## src/rtl/router_pkg.sv

```systemverilog
// router_pkg: shared state encoding and address constants for the 1x3 router control path.
package router_pkg;
  typedef enum logic [2:0] {
    DECODE_ADDRESS     = 3'd0,
    LOAD_FIRST_DATA    = 3'd1,
    LOAD_DATA          = 3'd2,
    LOAD_PARITY        = 3'd3,
    FIFO_FULL_STATE    = 3'd4,
    LOAD_AFTER_FULL    = 3'd5,
    WAIT_TILL_EMPTY    = 3'd6,
    CHECK_PARITY_ERROR = 3'd7
  } fsm_state_t;
  localparam logic [1:0] ADDR_INVALID = 2'b11;
endpackage

```

## src/rtl/r_fsm.sv

```systemverilog
// r_fsm: router packet-control FSM sequencing header, payload and parity loads with busy stall.
module r_fsm
  import router_pkg::*;
(
  input  logic       clk,
  input  logic       rst,
  input  logic       pkt_valid,
  input  logic [1:0] data_in,
  input  logic       fifo_full,
  input  logic       fifo_empty_0,
  input  logic       fifo_empty_1,
  input  logic       fifo_empty_2,
  input  logic       soft_reset_0,
  input  logic       soft_reset_1,
  input  logic       soft_reset_2,
  input  logic       parity_done,
  input  logic       low_pkt_valid,
  output logic       detect_addr,
  output logic       lfd_state,
  output logic       ld_state,
  output logic       laf_state,
  output logic       full_state,
  output logic       rst_int_reg,
  output logic       write_enb_reg,
  output logic       busy
);
  fsm_state_t state, nxt;
  logic [1:0] addr;
  logic [3:0] empty_v, srst_v;
  logic       hdr_ok;
  // Bit 3 pads the invalid address so indexing never leaves the vector.
  assign empty_v = {1'b0, fifo_empty_2, fifo_empty_1, fifo_empty_0};
  assign srst_v  = {1'b0, soft_reset_2, soft_reset_1, soft_reset_0};
  assign hdr_ok  = pkt_valid && data_in != ADDR_INVALID;
  always_ff @(posedge clk or negedge rst) begin
    if (!rst) begin
      state <= DECODE_ADDRESS;
      addr  <= 2'd0;
    end else begin
      state <= nxt;
      if (state == DECODE_ADDRESS && hdr_ok) addr <= data_in;
    end
  end
  always_comb begin
    nxt = state;
    case (state)
      DECODE_ADDRESS:     nxt = !hdr_ok ? DECODE_ADDRESS : empty_v[data_in] ? LOAD_FIRST_DATA : WAIT_TILL_EMPTY;
      WAIT_TILL_EMPTY:    nxt = empty_v[addr] ? LOAD_FIRST_DATA : WAIT_TILL_EMPTY;
      LOAD_FIRST_DATA:    nxt = LOAD_DATA;
      LOAD_DATA:          nxt = fifo_full ? FIFO_FULL_STATE : !pkt_valid ? LOAD_PARITY : LOAD_DATA;
      FIFO_FULL_STATE:    nxt = fifo_full ? FIFO_FULL_STATE : LOAD_AFTER_FULL;
      LOAD_AFTER_FULL:    nxt = parity_done ? DECODE_ADDRESS : low_pkt_valid ? LOAD_PARITY : LOAD_DATA;
      LOAD_PARITY:        nxt = CHECK_PARITY_ERROR;
      CHECK_PARITY_ERROR: nxt = fifo_full ? FIFO_FULL_STATE : DECODE_ADDRESS;
      default:            nxt = DECODE_ADDRESS;
    endcase
    if (state != DECODE_ADDRESS && srst_v[addr]) nxt = DECODE_ADDRESS;
  end
  assign detect_addr   = state == DECODE_ADDRESS;
  assign lfd_state     = state == LOAD_FIRST_DATA;
  assign ld_state      = state == LOAD_DATA;
  assign laf_state     = state == LOAD_AFTER_FULL;
  assign full_state    = state == FIFO_FULL_STATE;
  assign rst_int_reg   = state == CHECK_PARITY_ERROR;
  assign write_enb_reg = ld_state || laf_state || state == LOAD_PARITY;
  assign busy          = !(detect_addr || ld_state);
endmodule

```

## config.mk

```make
export PLATFORM = sky130hd
export DESIGN_NAME = r_fsm
export DESIGN_NICKNAME = d
export VERILOG_FILES = /design/src/rtl/router_pkg.sv /design/src/rtl/r_fsm.sv
export SDC_FILE = /design/constraint.sdc
export NUM_CORES = 1
export LEC_CHECK = 0
export ABC_AREA = 1
export BUFFER_PORTS_ARGS = -buffer_cell sky130_fd_sc_hd__buf_2
export CORE_AREA = 2 2 39 41
export DETAILED_ROUTE_END_ITERATION = 16
export DIE_AREA = 0 0 41 43
export PLACE_DENSITY_LB_ADDON = 0.15
export SLEW_MARGIN = 20
export SYNTH_ARGS = -nofsm -noshare
export SYNTH_HDL_FRONTEND = slang
export SYNTH_SLANG_ARGS = --single-unit
```

## constraint.sdc

```tcl
create_clock -name clk -period 1.3 [get_ports clk]
set_input_delay 0.13 -clock clk [delete_from_list [all_inputs] [get_ports clk]]
set_output_delay 0.13 -clock clk [all_outputs]
set_load 0.005 [all_outputs]
```

==> impl_summary.md, run 1 <==
Run status
The flow ran to the end, and the final reports show no timing, DRC or antenna violations.

Setup path
The sort of element at the end of the critical path is an output port. The kind of start point of the critical path is a flip-flop. Data arrives at the worst endpoint at 1.16 ns. Of all nets on the critical path, the largest fanout is 5. The critical path class is flip-flop to output port. The required time reported for the critical path endpoint is 1.17 ns.

Timing
The ratio of final minimum period to clock period is 99.5%. The final count of pins violating max slew came to 0. The worst hold slack after final layout is 0.168 ns. The maximum clock skew at final layout is 0.00434 ns. The smallest clock period supported by the final layout is computed as 1.29 ns. Based on the critical path, the design can be clocked at up to 773 MHz. Setup repair after global routing could not meet its margin everywhere. At the pin with the least slew margin, the transition time is 0.177 ns. The final number of setup-violating endpoints is 0.

The relative slew slack is 88.1%. The number of hold violations in the final report is 0.

Synth
After Yosys synthesis, and, or, nand and nor cells account for 50.0% of the synthesized area. After synthesis, flip-flops and latches occupy 25.9% of the total area. The biggest area consumer among synthesized cells is dfrtp_1. The fraction of the mapped netlist area in compound gates is 10.1%.

Counting every instance in the synthesized netlist gives 85. Summing the areas of all xor and xnor instances in the mapped netlist gives 0% of the synthesized area. For this run, the leading register cell type out of synthesis is dfrtp_1. Each instance of the synthesized netlist takes up on average 5.68 µm². The top cell type's share of synthesized area is 25.9%. The cell with the most instances after synthesis is nand2_1. After synthesis, the largest family of logic cells by area is simple AND/OR/NAND/NOR gates. The synthesized area is 483 µm². Measured against the total synthesized area, the mux share comes to 0%. For this run, the number of Yosys warnings is 0.

The count of unique library cells instantiated by Yosys is 16. Counting instances in the post-synthesis netlist gives the leading cell types as nand2_1 (21), inv_1 (14), nand3_1 (12), nor2_1 (12), o21ai_0 (6). For this run, asynchronously set or reset flops after synthesis account for 100%.

The number of nets handed over by synthesis was 99. The synthesized netlist devotes 0% of its cell area to adder and majority cells. The synthesized design contains 0 enable-type register cells. In the post-synthesis netlist, the biggest area contributors are dfrtp_1 (26%), nand2_1 (16%), nand3_1 (12%). After synthesis the netlist holds a flip-flop and latch count of 5.

Power
In this run the power spent charging and discharging nets is 0.655 mW. The static leakage is 0.421 nW. Power spread over the standard cell area amounts to 1970 nW/µm².

The power share of the combinational group is 64.1%. The maximum vdd ir drop is 1060 µV. The internal power component is 0.727 mW. The part of the power in registers is 22.6%.

The share of total power consumed by net switching is 47.4%. Of the total power, the clock network draws 13.3%.

Placement
At the end of routability-driven placement, the weighted congestion stood at 0.815. Counting tap cells, the placed design contains a total of 123 instances. The placed instances occupy a cell area of 616 µm². Port buffering added 21 buffers. The wire-length estimate of the detail-placed layout is 1070 µm.

Clock network
The clock buffer count from CTS is 3. The later pin in the worst-skew pair is clocked with a latency of 0.24 ns. The clock sink count is 5. Clock-pin slew was measured on the worst setup and hold paths at 0.05 ns. The clock tree from TritonCTS is done. The longest clock path from root to sink contains 2 buffers. The clock tree root buffer cell is clkbuf_4. In this run the number of H-tree levels came out at 1.

Cells and area
Fill cells in the final layout number 152. The final instance area is 701 µm². The number of diodes added for antenna fixing is 0. Once layout is complete, the cells apart from fillers number 132.

The share of cells above drive strength 1 is 37.1%. For this run, the share of the core covered by cells in the final layout is 50.6%. In the final design database the tool counted 131 nets.

The synthesis-to-finish area growth is 45.1%.

Detailed routing
The routed design uses 73 µm of met3 wire. After detailed routing, the average wire length per cell comes to 10.6 µm. For this run, design rule violations remaining after detail routing come to 0. The aggregate routed wire length is 1400 µm.

Dividing the detail-routed via count by the number of cells gives 4.70. The detailed router used layers up to and including met4. The routed metal-1 wirelength is 542 µm. The length of the first detailed-routing pass in iterations is 4. Summed over all nets, wire length on met2 after detailed routing comes to 766 µm. Once detail routing completed, the nets flagged for antenna violations numbered 0. The count of routing violations after the opening detailed-route iteration is 8.

The count of vias placed by the detailed router is 621.

Hold path
The class of the worst hold path is primary input to flip-flop.

Global routing
The aggregate global-route resource usage is 18.6%. The via count of the first global-routing pass was 557. The initial antenna violation count is 0. The first-pass GRT wire length is 2170 µm.

Entering global routing, the biggest net connects 9 pins. Summed over all layers, the global routing overflow is 0.

Floorplan
The floorplan step defined a die boundary enclosing 1760 µm². The area inside the core boundary is 1380 µm². The floorplan step set the die width to 41 µm. The starting density of the core is 34.9%. The floorplan row count is 14.

The die is 43 µm tall. The number of top-level pins is 22.

Flow run
The number of max-cap violations is 0.
[worst paths after layout]
kind,from,end,slack [ns],cells past startpoint
worst max-delay path,state[1],write_enb_reg,0.007,6
worst min-delay path,data_in[1],addr[1],0.17,3
worst max register to register,state[1],state[1],0.07,8
worst min register to register,addr[0],addr[0],0.56,2
max in group asynchronous,rst,state[1],0.93,2
min in group asynchronous,rst,addr[1],0.22,2
[area by class of cell]
| cell class | instances | area, µm² | share of cell area, % |
|---|---|---|---|
| clock buffer | 4 | 26.3 | 3.75 |
| multi-input combinational | 62 | 307 | 43.7 |
| tap | 16 | 20.0 | 2.86 |
| sequential | 5 | 128 | 18.2 |
| timing repair buffer | 27 | 153 | 21.8 |
| inverter | 18 | 67.6 | 9.64 |
[through the flow]
| stage | setup TNS [ns] | worst slack, ns | power [mW] |
|---|---|---|---|
| 2_1_floorplan | 0 | 0.194 | 0.794 |
| 3_3_place_gp | 0 | 0.101 | 1.04 |
| 3_5_place_dp | 0 | 0.0887 | 1.05 |
| 4_1_cts | 0 | 0.00408 | 1.35 |
| 5_1_grt | -0.122 | -0.0679 | 1.53 |
| 6_report | 0 | 0.00693 | 1.38 |
[power by group through the flow]
| stage | clock network [mW] | logic (mW) | registers, mW |
|---|---|---|---|
| floorplan | 0 | 0.497 | 0.298 |
| global placement | 0 | 0.744 | 0.300 |
| detailed placement | 0 | 0.745 | 0.302 |
| CTS | 0.191 | 0.846 | 0.311 |
| global route | 0.196 | 1.01 | 0.323 |
| finish | 0.184 | 0.887 | 0.313 |
[sequential cells by signal, summed over array words and instances, names as in the netlist]
| signal | cells |
|---|---|
| addr | 2 |
| state | 3 |
[what timing repair did]
item	in CTS	in global routing
endpoints found under the setup margin	1	4
setup buffers	3	1
hold endpoints to repair	5	0
pin swaps	2	2
resized for setup	7	3
hold buffers	1	0
gates cloned	0	0
[worst max-delay path: stages (launching register included)]
cell and delay, ns:
dfrtp_2 0.44, inv_2 0.10, nand2_2 0.07, nor2_4 0.12, inv_2 0.05, o21ai_2 0.04
buf_2 0.11
[layout by cell type (no fill, tap or decap), drive strengths merged]
cell type	n
nand3b	2
dlygate4sd3	1
a21oi	1
or2	1
nand3	12
buf	26
clkbuf	4
o21ai	8
inv	18
nand2	23
dfrtp	5
nor2	14
nor2b	1
[cells by family (layout without fill, tap and decap cells)]
family	count (synthesis)	count (layout)
buffers and inverters	18	49
AND/OR/NAND/NOR	53	53
AO/OA/AOI/OAI	9	9
flip-flops	5	5
[routing by layer]
metal  vias to the layer above  GRT usage [%]
met3                         2           3.14
met5                         -              0
met4                         0           10.0
met2                        18           32.8
met1                       275           19.0
li1                        326              -
Power figures use the tool's default switching activity.
==> inputs of run 2 (changes only) <==
--- a/config.mk
+++ b/config.mk
@@ -5,7 +5,6 @@
 export SDC_FILE = /design/constraint.sdc
 export NUM_CORES = 1
 export LEC_CHECK = 0
-export ABC_AREA = 1
 export BUFFER_PORTS_ARGS = -buffer_cell sky130_fd_sc_hd__buf_2
 export CORE_AREA = 2 2 39 41
 export DETAILED_ROUTE_END_ITERATION = 16
==> impl_summary.md, run 2 <==
Cells and area
The final core utilization came to 56.9% (+6.2 points). The net count of the finished layout came to 112 (-15%). In the layout the commonest cells are buf_2 (19), buf_4 (10), buf_6 (8). The largest registers in the layout are state x3, addr x2. The number of diodes added for antenna fixing was 0 (unchanged).

The number of fill cells in the layout came to 138 (-9.2%). The flip-flop count of the largest register, all copies and words added was 3 (unchanged). The share of cells above drive strength 1 was 54.6% (+18 points). From synthesis to final layout, the design area changed by 64.2%. The final standard cell count with taps included and fillers excluded is 113 (-14%). The final instance area is 787 µm² (+12%). The most common cell after layout, fill and taps aside is buf_2. The register with the most flip-flops is state.

Setup path
The number of cells on the worst reg-to-reg path is 5 (-3). The required time reported for the critical path endpoint is 1.17 ns (about the same). The kind of start point of the critical path is a flip-flop.

The endpoint identified for the worst register-to-register timing path is addr[1]. The slack of the worst reg-to-reg path is -0.07 ns (-0.14 ns). The worst-path maximum fanout came to 6 (+1). The critical path is of the flip-flop to output port type.

The start point of the critical path is state[1]. The sort of element at the end of the critical path is an output port. The arrival time of the worst setup path is 1.25 ns (+0.09 ns). The termination of the worst setup path is detect_addr. The startpoint identified for the worst register-to-register timing path is state[1].

Global routing
The aggregate global-route resource usage is 17.0% (-1.5 points). The initial antenna violation count is 0 (unchanged). The via count of the first global-routing pass is 484 (-13%).

The pin count of the biggest net entering global routing is 8 (-1). The first-pass GRT wire length is 2010 µm (-7.6%). The global route total overflow came to 0 (unchanged).

Floorplan
The number of top-level pins is 22 (unchanged). The starting density of the core came to 34.6% (-0.27 points). The width of the die is 41 µm (unchanged). The die outline area was 1760 µm² (unchanged).

The floorplan row count came to 14 (unchanged). The area inside the core boundary came to 1380 µm² (unchanged). The floorplan die height was 43 µm (unchanged).

Timing
The final number of setup-violating endpoints is 7 (+7). The relative slew slack came to 84.8% (-3.3 points). Setup repair after global routing could not meet its margin everywhere. The clock period minus final worst setup slack is 1.38 ns (+0.0826 ns). The final-layout setup total negative slack is -0.396 ns (-0.396 ns). The final worst setup slack was -0.0757 ns (-0.0826 ns).

The slew at the pin closest to its max-slew limit came to 0.226 ns (+0.0491 ns). The worst hold slack after final layout is 0.177 ns (+0.00946 ns). The final count of pins violating max slew came to 0 (unchanged). The ratio of final minimum period to clock period is 106% (+6.4 points).

The maximum clock skew at final layout is 0.00404 ns (-0.000297 ns). The number of hold violations in the final report is 0 (unchanged). The maximum operating frequency is 727 MHz (-6.0%).

Synth
The top cell type's share of synthesized area is 26.1% (+0.20 points). The synthesized area came to 479 µm² (-0.78%). The biggest area consumer among synthesized cells is dfrtp_1.

The mean cell area of the mapped netlist came to 8.26 µm² (+45%). After synthesis, the cell types taking the most area are dfrtp_1 (26%), a21oi_1 (8.4%), mux2i_1 (8.4%). Counting instances in the post-synthesis netlist gives the leading cell types as a21oi_1 (8), nor2_1 (7), dfrtp_1 (5).

The cell with the most instances after synthesis is a21oi_1. The number of nets in the synthesized netlist is 72 (-27%). The flip-flop and latch count after synthesis is 5 (unchanged).

The number of enable-type register cells in the synthesized netlist is 0 (unchanged). The fraction of synthesis flops using an asynchronous set or reset pin is 100% (unchanged). The count of unique library cells instantiated by Yosys came to 30 (+14). The number of standard cells after synthesis is 58 (-32%).

The count of warnings emitted by yosys is 0 (unchanged). The sequential cell area fraction in the yosys report is 26.1% (+0.20 points). The most used flip-flop cell after synthesis is dfrtp_1.

Detailed routing
The count of vias placed by the detailed router is 550 (-11%). The detailed-route wire length per cell is 11.7 µm (+10%). The aggregate routed wire length came to 1320 µm (-5.4%).

The count of routing violations after the opening detailed-route iteration is 5 (-3). The remaining antenna violation count was 0 (unchanged). The DRC violation count after routing is 0 (unchanged). The length of the first detailed-routing pass in iterations came to 4 (unchanged).

The average vias per placed instance was 4.87 (+3.5%).

Hold path
The class of the worst hold path is primary input to flip-flop. The beginning of the worst hold path is data_in[0].

Flow run
The number of max-cap violations is 0 (unchanged).

Clock network
Clock tree synthesis selected as its root buffer the cell clkbuf_4. The clock buffer count from CTS is 3 (unchanged). The clock sink count is 5 (unchanged).

The number of levels the H-tree was split into is 1 (unchanged). The clock slew at the register clock pins of the worst setup and hold paths came to 0.05 ns (about the same). The clock insertion delay at the later pin of the skew report is 0.25 ns (about the same).

TritonCTS built the clock tree. The largest buffer count on any clock path is 2 (unchanged).

Placement
The post-placement setup slack is -0.0298 ns (-0.119 ns). The count of buffers from port buffering came to 21 (unchanged). The number of instances in the placed design is 104 (-15%).

The instance area after placement is 673 µm² (+9.3%). The half-perimeter wire length after placement is 1030 µm (-3.7%). The routability congestion estimate from global placement is 0.774 (-5.0%).

Power
The static leakage came to 0.389 nW (-7.6%). The overall power consumption is 1.80 mW (+30%). The maximum vdd ir drop is 1040 µV (-1.9%).

The power per cell area came to 2290 nW/µm² (+16%).

Run status
The flow ran to the end, but the final reports show violations. The checks that failed: negative setup slack.
[run 2: area by class of cell]
| cell class | instances | area, µm² | area share (%) |
|---|---|---|---|
| Clock buffer | 4 | 26.3 | 3.34 |
| Inverter | 2 | 7.51 | 0.954 |
| Multi-Input combinational cell | 48 | 335 | 42.6 |
| Sequential cell | 5 | 128 | 16.2 |
| Tap cell | 16 | 20.0 | 2.54 |
| Timing Repair Buffer | 38 | 270 | 34.3 |
[run 2: per-layer routing]
metal / global-route usage, % / vias to the layer above / wire length [µm]
li1: - / 293 / -
met1: 22.1 / 246 / 602
met2: 25.0 / 11 / 664
met3: 6.28 / 0 / 53
met4: 6.00 / 0 / 0
met5: 0 / - / 0
[run 2: power breakdown]
part           switching, mW  total [mW]  internal (mW)  leakage, nW
Combinational          0.518        1.27          0.754        0.314
Clock                 0.0689       0.185          0.116       0.0150
Sequential             0.106       0.342          0.237       0.0595
Total                  0.692        1.80           1.11        0.389
[run 2: what timing repair did]
| action | 4_1_cts | 5_1_grt |
|---|---|---|
| pin swaps | 4 | 1 |
| setup endpoints to repair | 8 | 13 |
| hold endpoints to repair | 5 | 0 |
| cloned | 0 | 0 |
| setup buffers | 3 | 1 |
| hold buffers | 1 | 0 |
| gates resized for setup | 5 | 9 |
[run 2: worst min path at each step]
stage / end / slack (ns) / cells past startpoint
2_1_floorplan: addr[0] / -0.17 / 0
3_3_place_gp: state[0] / -0.05 / 1
3_5_place_dp: state[2] / -0.05 / 1
4_1_cts: addr[0] / 0.17 / 2
5_1_grt: addr[0] / 0.19 / 2
6_report: addr[0] / 0.18 / 2
[run 2: worst max-delay path, cell delays in order (launching register included)]
cell	delay, ns
dfrtp_2	0.43
buf_6	0.14
nor3_4	0.21
buf_6	0.13
buf_6	0.08
[run 2: cell families after synthesis]
| logic type | Yosys count | synth area share [%] |
|---|---|---|
| AND/OR/NAND/NOR | 24 | 29.8 |
| AO/OA/AOI/OAI | 20 | 28.7 |
| flip-flops | 5 | 26.1 |
| buffers and inverters | 5 | 7.05 |
| multiplexers | 4 | 8.36 |
==> inputs of run 3 (changes only) <==
--- a/config.mk
+++ b/config.mk
@@ -9,7 +9,8 @@
 export CORE_AREA = 2 2 39 41
 export DETAILED_ROUTE_END_ITERATION = 16
 export DIE_AREA = 0 0 41 43
-export PLACE_DENSITY_LB_ADDON = 0.15
+export PLACE_DENSITY = 0.66
+export SETUP_SLACK_MARGIN = 0.05
 export SLEW_MARGIN = 20
 export SYNTH_ARGS = -nofsm -noshare
 export SYNTH_HDL_FRONTEND = slang
==> impl_summary.md, run 3 (synthesis gave the netlist of run 2 again) <==
Setup path
The total number of cells along the worst setup path came to 4 (unchanged). On the critical path the largest part of the delay comes from compound AO/OA/AOI/OAI gates. On the critical path, the stage with the largest delay is an instance of dfrtp_1. The worst-path maximum fanout is 5 (-1). The sum of buffers and inverters on the critical path is 1 (-2).

The arrival time of the worst setup path was 1.59 ns (+0.34 ns). The delay of the slowest cell on the worst path came to 0.41 ns (-0.02 ns). The critical path class is flip-flop to flip-flop.

The critical path goes through or2b_1, buf_4, a2111o_1, a21oi_2. The number of cells on the worst reg-to-reg path is 4 (-1). The sort of element at the end of the critical path is a flip-flop. The required time reported for the critical path endpoint is 1.47 ns (+0.30 ns). The worst register-to-register path ends at state[1]. The slack of the worst reg-to-reg path is -0.12 ns (-0.05 ns).

The kind of start point of the critical path is a flip-flop. The critical register-to-register path startpoint is state[1].

Cells and area
In the layout the commonest cells are buf_2 (20), buf_4 (11), nor2_1 (6). The synthesis-to-finish area growth is 61.9%. The final instance area is 776 µm² (-1.4%). Leaving out fill and tap cells, the most frequent cell in the layout is buf_2. The number of fill cells in the layout came to 122 (-12%). The area taken by flip-flops and latches is 126 µm² (-0.98%). The number of diodes added for antenna fixing is 0 (unchanged). state holds more flip-flops than any other register. The net count of the finished layout came to 110 (-1.8%). In the final layout, the registers with the most flip-flops are state x3, addr x2.

The flip-flop count of the largest register, all copies and words added was 3 (unchanged). The multi-input logic area is 358 µm² (+6.7%). The share of cells above drive strength 1 is 57.9% (+3.3 points).

Detailed routing
The length of the first detailed-routing pass in iterations is 4 (unchanged). The count of vias placed by the detailed router came to 581 (+5.6%). The detailed router used layers up to and including met4.

The sum of met3 wire segment lengths after detailed routing is 45 µm (-15%). The detailed-route wire length per cell is 13.4 µm (+14%). The aggregate routed wire length is 1480 µm (+12%).

The routed metal-1 wirelength is 595 µm (-1.2%). The DRC violation count after routing is 0 (unchanged). The routed length on met2 is 807 µm (+22%).

The count of routing violations after the opening detailed-route iteration is 4 (-1). The remaining antenna violation count was 0 (unchanged). The average vias per placed instance is 5.23 (+7.5%).

Timing
The final worst setup slack is -0.116 ns (-0.0405 ns). The final count of pins violating max slew is 0 (unchanged). The maximum operating frequency came to 706 MHz (-2.9%).

The ratio of final minimum period to clock period is 109% (+3.1 points). The clock period minus final worst setup slack was 1.42 ns (+0.0405 ns). The slew at the pin closest to its max-slew limit is 0.261 ns (+0.0350 ns). The maximum clock skew at final layout is 0.000666 ns (-0.00337 ns). The relative slew slack was 82.1% (-2.7 points).

The worst hold slack after final layout is 0.184 ns (+0.00698 ns). Setup repair after global routing could not meet its margin everywhere. The number of hold violations in the final report is 0 (unchanged). The final number of setup-violating endpoints was 9 (+2).

Global routing
The global route total overflow is 0 (unchanged). The via count of the first global-routing pass was 612 (+26%). The initial antenna violation count is 0 (unchanged).

The pin count of the biggest net entering global routing came to 7 (-1). The aggregate global-route resource usage came to 19.4% (+2.4 points). The first-pass GRT wire length was 2360 µm (+18%).

Clock network
The number of levels the H-tree was split into was 1 (unchanged). The tree is rooted in a clkbuf_4. The clock sink count was 5 (unchanged).

TritonCTS built the clock tree. The clock buffer count from CTS came to 3 (unchanged). The clock insertion delay at the later pin of the skew report is 0.24 ns (about the same).

The clock slew at the register clock pins of the worst setup and hold paths is 0.04 ns (about the same). The largest buffer count on any clock path is 2 (unchanged).

Floorplan
The floorplan row count came to 14 (unchanged). The die outline area was 1760 µm² (unchanged). The width of the die is 41 µm (unchanged).

The floorplan die height is 43 µm (unchanged). The number of top-level pins was 22 (unchanged). The starting density of the core came to 34.6% (unchanged). The area inside the core boundary is 1380 µm² (unchanged).

Power
The maximum vdd ir drop is 922 µV (-11%). The overall power consumption is 1.72 mW (-4.3%). The static leakage is 0.376 nW (-3.2%). The power per cell area came to 2220 nW/µm² (-2.9%).

Hold path
In this run the worst hold path is classified as primary input to flip-flop. The instance count along the most critical hold path is 2 (unchanged). The beginning of the worst hold path is data_in[0]. The path with the worst hold slack has its endpoint at addr[0].

Placement
The half-perimeter wire length after placement is 1100 µm (+6.5%). The instance area after placement came to 656 µm² (-2.6%). The post-placement setup slack is -0.0518 ns (-0.0220 ns). The routability congestion estimate from global placement is 0.821 (+6.1%). The count of buffers from port buffering is 21 (unchanged).

Run status
The flow ran to the end, but the final reports show violations. The checks that failed: negative setup slack.

Flow run
The number of max-cap violations is 0 (unchanged).
run 3: cell count changes in the layout (fill, tap and decap cells not counted), sizes merged:
| cell | delta |
|---|---|
| buf | -2 |
run 3: final cells by class:
class / count / area share (%)
Clock buffer: 4 / 3.39
Inverter: 2 / 0.968
Multi-Input combinational cell: 48 / 46.1
Sequential cell: 5 / 16.3
Tap cell: 16 / 2.58
Timing Repair Buffer: 36 / 30.6
run 3: through the flow:
step                      std cells  util, %  setup TNS (ns)
after CTS                       109     52.8          -0.318
after global placement          101     47.4         -0.0299
after detailed placement        101     47.4          -0.103
final                           111     56.1          -0.449
after global routing            111     56.1          -0.992
after floorplan                  58        -               0
run 3: worst register-to-register path, stage by stage, from the launching register on:
cell	delay [ns]
dfrtp_1	0.41
or2b_1	0.28
buf_4	0.15
a2111o_1	0.37
a21oi_2	0.14
run 3: timing repair:
action                                  in CTS  in global routing
resized for setup                            5                  7
pin swaps                                    3                  2
hold buffers                                 1                  0
endpoints found under the setup margin      11                 13
setup buffers                                3                  3
hold endpoints to repair                     5                  0
run 3: routing by layer:
layer  GRT usage [%]  vias up
li1                -      286
met1            21.1      277
met2            32.8       14
met3            2.09        4
met4            12.7        0
met5               0        -
run 3: worst max path at each step:
stage               startpoint          end  slack, ns
floorplan             state[2]     state[0]       0.05
global placement      state[0]      addr[1]      -0.02
detailed placement     addr[1]     state[1]      -0.05
CTS                   state[0]  detect_addr      -0.07
global route          state[0]     state[1]      -0.13
finish                state[1]     state[1]      -0.12
run 3: where the power goes:
group	switching, mW	internal, mW	leakage [nW]	total (mW)
sequential	0.102	0.234	0.0607	0.336
clock	0.0662	0.116	0.0150	0.182
combinational	0.556	0.648	0.301	1.20
